--- src/rtl/seq_detector_param.sv ---
// Programmable symbol-sequence detector: runtime pattern of 1..MAX_LEN
// symbols, overlap control, registered match pulse and saturating hit count.
module seq_detector_param #(
   parameter int SYM_W   = 2,
   parameter int MAX_LEN = 8,
   parameter int CNT_W   = 8,
   localparam int AW     = $clog2(MAX_LEN),
   localparam int LW     = $clog2(MAX_LEN + 1)
) (
   input  logic             clk,
   input  logic             reset,
   input  logic             in_valid,
   input  logic [SYM_W-1:0] in_sym,
   input  logic             cfg_we,
   input  logic [AW-1:0]    cfg_addr,
   input  logic [SYM_W-1:0] cfg_sym,
   input  logic             len_we,
   input  logic [LW-1:0]    cfg_len,
   input  logic             overlap,
   input  logic             cnt_clr,
   output logic             match,
   output logic [CNT_W-1:0] hit_cnt,
   output logic [LW-1:0]    fill
);

   localparam logic [LW-1:0]    FILL_MAX = LW'(MAX_LEN);
   localparam logic [CNT_W-1:0] CNT_MAX  = '1;

   logic [MAX_LEN-1:0][SYM_W-1:0] pat_q, pat_d;
   logic [MAX_LEN-1:0][SYM_W-1:0] hist_q, hist_d;
   logic [LW-1:0]                 len_q, len_d;
   logic [LW-1:0]                 fill_q, fill_d;
   logic                          match_q, match_d;
   logic [CNT_W-1:0]              cnt_q, cnt_d;

   logic          cfg_wr;
   logic          shift;
   logic          len_ok;
   logic          pat_eq;
   logic          hit;
   logic [AW-1:0] pidx;

   assign cfg_wr = cfg_we | len_we;
   assign shift  = in_valid & ~cfg_wr;
   assign len_ok = (len_q != '0) && (len_q <= FILL_MAX);

   // Pattern and length registers
   always_comb begin
      pat_d = pat_q;
      len_d = len_q;
      if (cfg_we && ({1'b0, cfg_addr} < (AW + 1)'(MAX_LEN))) begin
         pat_d[cfg_addr] = cfg_sym;
      end
      if (len_we) begin
         len_d = cfg_len;
      end
   end

   // History shift; slot 0 is the newest symbol
   always_comb begin
      hist_d = hist_q;
      if (shift) begin
         hist_d[0] = in_sym;
         for (int k = 1; k < MAX_LEN; k++) begin
            hist_d[k] = hist_q[k-1];
         end
      end
   end

   // Newest history slot k lines up with pattern slot len-1-k
   always_comb begin
      pat_eq = 1'b1;
      pidx   = '0;
      for (int k = 0; k < MAX_LEN; k++) begin
         pidx = AW'(len_q - LW'(k) - LW'(1));
         if (LW'(k) < len_q) begin
            if (hist_d[k] != pat_q[pidx]) begin
               pat_eq = 1'b0;
            end
         end
      end
   end

   always_comb begin
      fill_d = fill_q;
      if (shift && (fill_q != FILL_MAX)) begin
         fill_d = fill_q + LW'(1);
      end
      hit = shift & len_ok & (fill_d >= len_q) & pat_eq;
      if ((hit && !overlap) || cfg_wr) begin
         fill_d = '0;
      end
   end

   always_comb begin
      match_d = hit;
      cnt_d   = cnt_q;
      if (cnt_clr) begin
         cnt_d = '0;
      end else if (hit && (cnt_q != CNT_MAX)) begin
         cnt_d = cnt_q + CNT_W'(1);
      end
   end

   always_ff @(posedge clk) begin
      if (reset) begin
         pat_q   <= '0;
         len_q   <= '0;
         hist_q  <= '0;
         fill_q  <= '0;
         match_q <= 1'b0;
         cnt_q   <= '0;
      end else begin
         pat_q   <= pat_d;
         len_q   <= len_d;
         hist_q  <= hist_d;
         fill_q  <= fill_d;
         match_q <= match_d;
         cnt_q   <= cnt_d;
      end
   end

   assign match   = match_q;
   assign hit_cnt = cnt_q;
   assign fill    = fill_q;

endmodule

--- config.mk ---
export PLATFORM = sky130hd
export DESIGN_NAME = seq_detector_param
export DESIGN_NICKNAME = d
export VERILOG_FILES = /design/src/rtl/seq_detector_param.sv
export SDC_FILE = /design/constraint.sdc
export NUM_CORES = 1
export LEC_CHECK = 0
export BUFFER_PORTS_ARGS = -buffer_cell sky130_fd_sc_hd__buf_4
export CORE_MARGIN = 4
export CORE_UTILIZATION = 50
export DETAILED_ROUTE_END_ITERATION = 10
export PLACE_DENSITY = 0.68
export SYNTH_ARGS = -nofsm -noshare
export SYNTH_HDL_FRONTEND = slang
export SYNTH_SLANG_ARGS = --single-unit
--- constraint.sdc ---
create_clock -name clk -period 9.75 [get_ports clk]
set_input_delay 0.4875 -clock clk [delete_from_list [all_inputs] [get_ports clk]]
set_output_delay 0.4875 -clock clk [all_outputs]
set_load 0.02 [all_outputs]
# == Yosys cells after proc, flatten, opt, wreduce, memory -nomap -nowiden ==
# Index checks and enable logic that the tools add are counted.
# totals
input_bits,18
regBits,49
word_cells,119
out_inout_bits,13
# op_classes
n_mux,37
n_reduce_logical,10
eq_ne,10
order_cmp,20
n_bitwise,6
addsub,16
# ops
op,n
2-bit binary-select mux with 3-bit select,8
3-bit by 4-bit < comparator with 1-bit output (second input constant),9
3-bit by 1-bit subtractor with 3-bit output (second input constant),8
2-bit 2-to-1 mux,9
16-bit bitwise mux,1
3-bit by 4-bit < comparator with 1-bit output (first input constant),4
1-bit 2-to-1 mux,16
16-bit 2-to-1 mux,1
2-bit != test,8
3-bit subtractor (second input constant),4
8-bit by 1-bit adder with 8-bit output (second input constant),1
1-bit by 4-bit < comparator with 1-bit output (first input constant),2
2-bit by 4-bit < comparator with 1-bit output (first input constant),2
8-bit != test (second input constant),1
2-bit demux with 3-bit select,1
3-bit by 2-bit subtractor with 3-bit output (second input constant),2
1-bit logical AND,5
4-bit by 1-bit adder with 4-bit output (second input constant),1
1-bit bitwise AND,4
4-bit >= comparator,1
4-bit less-or-equal comparator (second input constant),1
4-bit 2-to-1 mux,1
4-bit != test (second input constant),1
4-bit nonzero test,1
other kinds (6),7

# == Depth between registers and ports, before layout ==
# logic_depth
depth_word,25
ltp_mapped,15
mapped_depth_nobuf,13

# == Least setup slack after synthesis ==
# OpenSTA, ideal clock, no wires.
# synth_path
path_kind,reg2reg
from,register len_q[1]
to,register cnt_q[7] (netlist: hit_cnt[7])
t_arrival_ps,3372
path_stages_with_launch,13
period_less_slack_ps,3442
setup_ps,70
required_time_ps,9680
setup_slack_ps,6308
path_buffers,2
path_cell_list,dfxtp_1 > buf_2 > inv_1 > ha_1 > xnor2_1 > mux4_2 > xnor2_1 > nand2_1 > a22o_1 > buf_6 > nand4b_1 > or4_1 > a21oi_1
# synth_via
elab_chain_cells,22
elab_cells_between_ends,70
classes_between,add/sub (14); order compare (10); eq/ne (8); mux (32); bitwise (3); reduce/logical (3)
# synth_rtl
item,line,text
start: declaration,31,"logic [LW-1:0] len_q, len_d;"
start signal: assignment,115,len_q <= len_d;
branches (longest 20 deep; another with 3-bit by 1-bit subtractor with 3-bit output),n/a,
1-bit bitwise AND *,89,hit = shift & len_ok & (fill_d >= len_q) & pat_eq;
1-bit logical AND *,100,end else if (hit && (cnt_q != CNT_MAX)) begin
end signal: assignment,119,cnt_q <= cnt_d;
end: declaration,34,"logic [CNT_W-1:0] cnt_q, cnt_d;"
# Every way passes the cells marked *. The select of a mux whose other input is x is not followed.
# A chain may end at the register's enable or synchronous reset.

# == Worst setup path after layout ==
# layout_path
from,register len_q[1]
to,register fill_q[1] (netlist: fill[1])
# layout_via
elab_chain_cells,24
elab_cells_between_ends,72
classes_between,add/sub (14); order compare (10); eq/ne (8); mux (32); bitwise (3); reduce/logical (5)
# layout_rtl
item,line,text
branches (longest 20 deep; another with 3-bit by 1-bit subtractor with 3-bit output),n/a,
1-bit bitwise AND *,89,
1-bit logical AND *,90,if ((hit && !overlap) || cfg_wr) begin
1-bit logical OR *,90,
2-bit OR reduction (no source line) *,n/a,
end signal: assignment,117,fill_q <= fill_d;
end: declaration,32,"logic [LW-1:0] fill_q, fill_d;"
# Marks and branches as above.

==> impl_metrics.env <==
export IMPL_status="complete, no violations"
export IMPL_fin_crit_sh_pct=46.2
export IMPL_hpwl_mm=5.45
export IMPL_grt_max_degree=46
export IMPL_tightestPinTransition_ps=1020
export IMPL_synth_area_top_cells="dfxtp_1 (29%), mux2i_1 (21%), mux4_2 (11%), ha_1 (4.5%), nor2_1 (4.5%)"
export IMPL_clk_pin_slew_ps=90
export IMPL_synth_top_area_share_pct=29.4
export IMPL_netlist_instances=333
export IMPL_clock_root_buffer="clkbuf_8"
export IMPL_grt_overflow=0
export IMPL_finalCriticalPeriod_ps=4500
export IMPL_reg2reg_from="len_q[1]"
export IMPL_r2r_slack_ps=5250
export IMPL_synth_most_common_cell="mux2i_1"
export IMPL_ys_flop_type="dfxtp_1"
export IMPL_synth_edf_count=0
export IMPL_synth_common_cells="mux2i_1 (70), dfxtp_1 (49), nor2_1 (40)"
export IMPL_synthArstFlopShare_pct=0
export IMPL_ys_types=47
export IMPL_die_h_um=89.6
export IMPL_ctsHoldBuffers=0
export IMPL_p_sw_share_pct=25.0
export IMPL_design_core_area_um2=6420
export IMPL_drtPass1Iterations=4
export IMPL_peakVddDrop_mv=0.0825
export IMPL_arrival_ps=4750
export IMPL_p_clk_share_pct=37.5
export IMPL_required_ps=10000
export IMPL_layout_drive_gt1_share_pct=17.4
export IMPL_path_max_fanout=24
export IMPL_final_cell_count_no_fill=428
export IMPL_die_width_um=89.6
export IMPL_via_per_inst=5.97
export IMPL_ys_seq_area_share_pct=29.4
export IMPL_drc=0
export IMPL_start_util_pct=51.9
export IMPL_r2r_end="fill[1]"
export IMPL_power_switching_uw=114
export IMPL_synth_area_per_cell_um2=10.0
export IMPL_timing_fmax_mhz=222
export IMPL_placed_cells=420
export IMPL_rsz0062_at_grt="no"
export IMPL_max_slew_margin_pct=31.8
export IMPL_cp_startpoint="len_q[1]"
export IMPL_grt_pass1_vias=2499
export IMPL_wirelength_mm=7.34
export IMPL_ys_ff_latch=49
export IMPL_intPower_uw=341
export IMPL_synth_nets=363
export IMPL_power_density_nw_per_um2=123
export IMPL_hold_path_startpoint="cfg_len[2]"
export IMPL_grtUsageTotal_pct=20.1
export IMPL_insertion_delay_ps=310
export IMPL_slew_viol_final=0
export IMPL_wire_per_inst_um=17.1
export IMPL_antennaDiodeCount=0
export IMPL_worst_r2r_cell_count=9
export IMPL_num_rows=29
export IMPL_htree_num_levels=2
export IMPL_fin_util_pct=57.5
export IMPL_finalSetupViolCount=0
export IMPL_dieArea_um2=8040
export IMPL_netlist_area_um2=3330
export IMPL_cts_sinks=49
export IMPL_gp_congestion=0.855
export IMPL_cp_end_kind="flop"
export IMPL_ant_nets=0
export IMPL_cap_violations=0
export IMPL_cts_setup_buffers=0
export IMPL_hold_viol_final=0
export IMPL_cp_start_kind="flop"
export IMPL_area_growth_pct=10.8
export IMPL_min_to="len_q[2]"
export IMPL_drt_initial_drc_count=89
export IMPL_port_buffers=30
export IMPL_nNetsFinal=380
export IMPL_cts_resized=0
export IMPL_skew_ps=6.42
export IMPL_grt_pass1_wl_mm=12.5
export IMPL_pin_count=31
export IMPL_combPwrFrac_pct=16.6
export IMPL_power_leakage_uw=0.00143
export IMPL_hold_path_class="primary input to flop"
export IMPL_cts_made_buffers=5
export IMPL_tns_ps=0
export IMPL_via_count=2555
export IMPL_crit_type="flop to flop"
export IMPL_p_seq_share_pct=45.9
export IMPL_hold_path_depth=3
export IMPL_clockBufferDepth=2
export IMPL_yosysTopAreaCell="dfxtp_1"
export IMPL_antenna_found_initial=0
export IMPL_cts_tree="done"
export IMPL_yosys_warnings=0
[flip-flops by register name, summed over array words and instances (netlist names)]
name,count
match,1
len_q,4
pat_q,16
fill,4
hit_cnt,8
hist_q,16
[critical path, stage by stage, from the launching register on]
cell       delay [ps]
dfxtp_1           730
inv_1             310
ha_1             1010
mux2i_1           250
mux4_2            500
xnor2_1           140
o2111ai_1         200
a2bb2oi_1         850
or4_1             280
and3_1            160
[placed cells by master (no fill, tap or decap), types with 2 or more instances in the layout]
| cell type | Yosys | layout |
|---|---|---|
| nor4_1 | 6 | 6 |
| xor2_1 | 10 | 10 |
| nand3_1 | 3 | 3 |
| nand4b_1 | 4 | 4 |
| nand4_1 | 5 | 5 |
| mux2i_1 | 70 | 70 |
| nor3b_1 | 7 | 6 |
| or3_1 | 5 | 5 |
| buf_4 | 5 | 32 |
| xnor2_1 | 15 | 15 |
| bufinv_16 | 0 | 2 |
| clkbuf_8 | 0 | 5 |
| o21ai_0 | 4 | 4 |
| nand3b_1 | 2 | 2 |
| nor2_1 | 40 | 40 |
| or4_1 | 2 | 2 |
| dfxtp_1 | 49 | 49 |
| a21oi_1 | 5 | 5 |
| and3_1 | 7 | 7 |
| mux2_2 | 2 | 2 |
| o41ai_1 | 2 | 2 |
| ha_1 | 12 | 12 |
| nor3_1 | 6 | 6 |
| mux4_2 | 17 | 17 |
| nand2_1 | 12 | 12 |
| o2111ai_1 | 2 | 2 |
| inv_1 | 7 | 7 |
[worst max-delay path by stage]
stage                             to  slack, ps  cells past startpoint
after detailed placement     fill[1]       5340                      9
after floorplan           hit_cnt[7]       6310                     12
final                        fill[1]       5250                      9
after global routing         fill[1]       4940                      9
after global placement       fill[0]       5410                      9
after CTS                    fill[1]       5280                      9
[layer usage]
layer  share of wire, %  vias up  track usage (%)
met5                  0        -                0
met4                1.3        0             5.28
met3                4.0        7             4.29
met2                 48       60             33.6
met1                 46     1226             26.5
li1                   -     1262                -
[power by group through the flow]
stage	sequential, µW	clock, µW	combinational, µW
finish	209	170	75.6
CTS	209	175	75.6
global route	209	183	82.7
global placement	213	0	74.5
floorplan	210	0	62.4
detailed placement	213	0	75.4
[cells by family (layout without fill, tap and decap cells)]
group / Yosys count / after routing / share of synthesized area [%]
AND/OR/NAND/NOR: 105 / 105 / 16.6
adder cells (fa/ha/maj): 12 / 12 / 4.50
AO/OA/AOI/OAI: 22 / 22 / 4.66
flip-flops: 49 / 49 / 29.4
XOR/XNOR: 26 / 26 / 7.24
buffers and inverters: 30 / 48 / 4.39
multiplexers: 89 / 89 / 33.2
[per-stage QoR]
stage,worst slack [ps],hold WS [ps],total power [µW],cell area (µm²)
2_1_floorplan,6310,475,273,3330
3_3_place_gp,5410,482,288,3560
3_5_place_dp,5340,487,289,3560
4_1_cts,5280,411,459,3690
5_1_grt,4940,412,475,3690
6_report,5250,416,454,3690
[area by class of cell]
| type | instances | area, µm² |
|---|---|---|
| clock buffer | 5 | 68.8 |
| clock inverter | 3 | 65.1 |
| fill | 568 | 2730 |
| inverter | 8 | 30.0 |
| multi-input combinational | 254 | 2210 |
| sequential | 49 | 981 |
| tap | 77 | 96.3 |
| timing repair buffer | 32 | 240 |
Note: power is estimated with default switching activity, not from simulation.
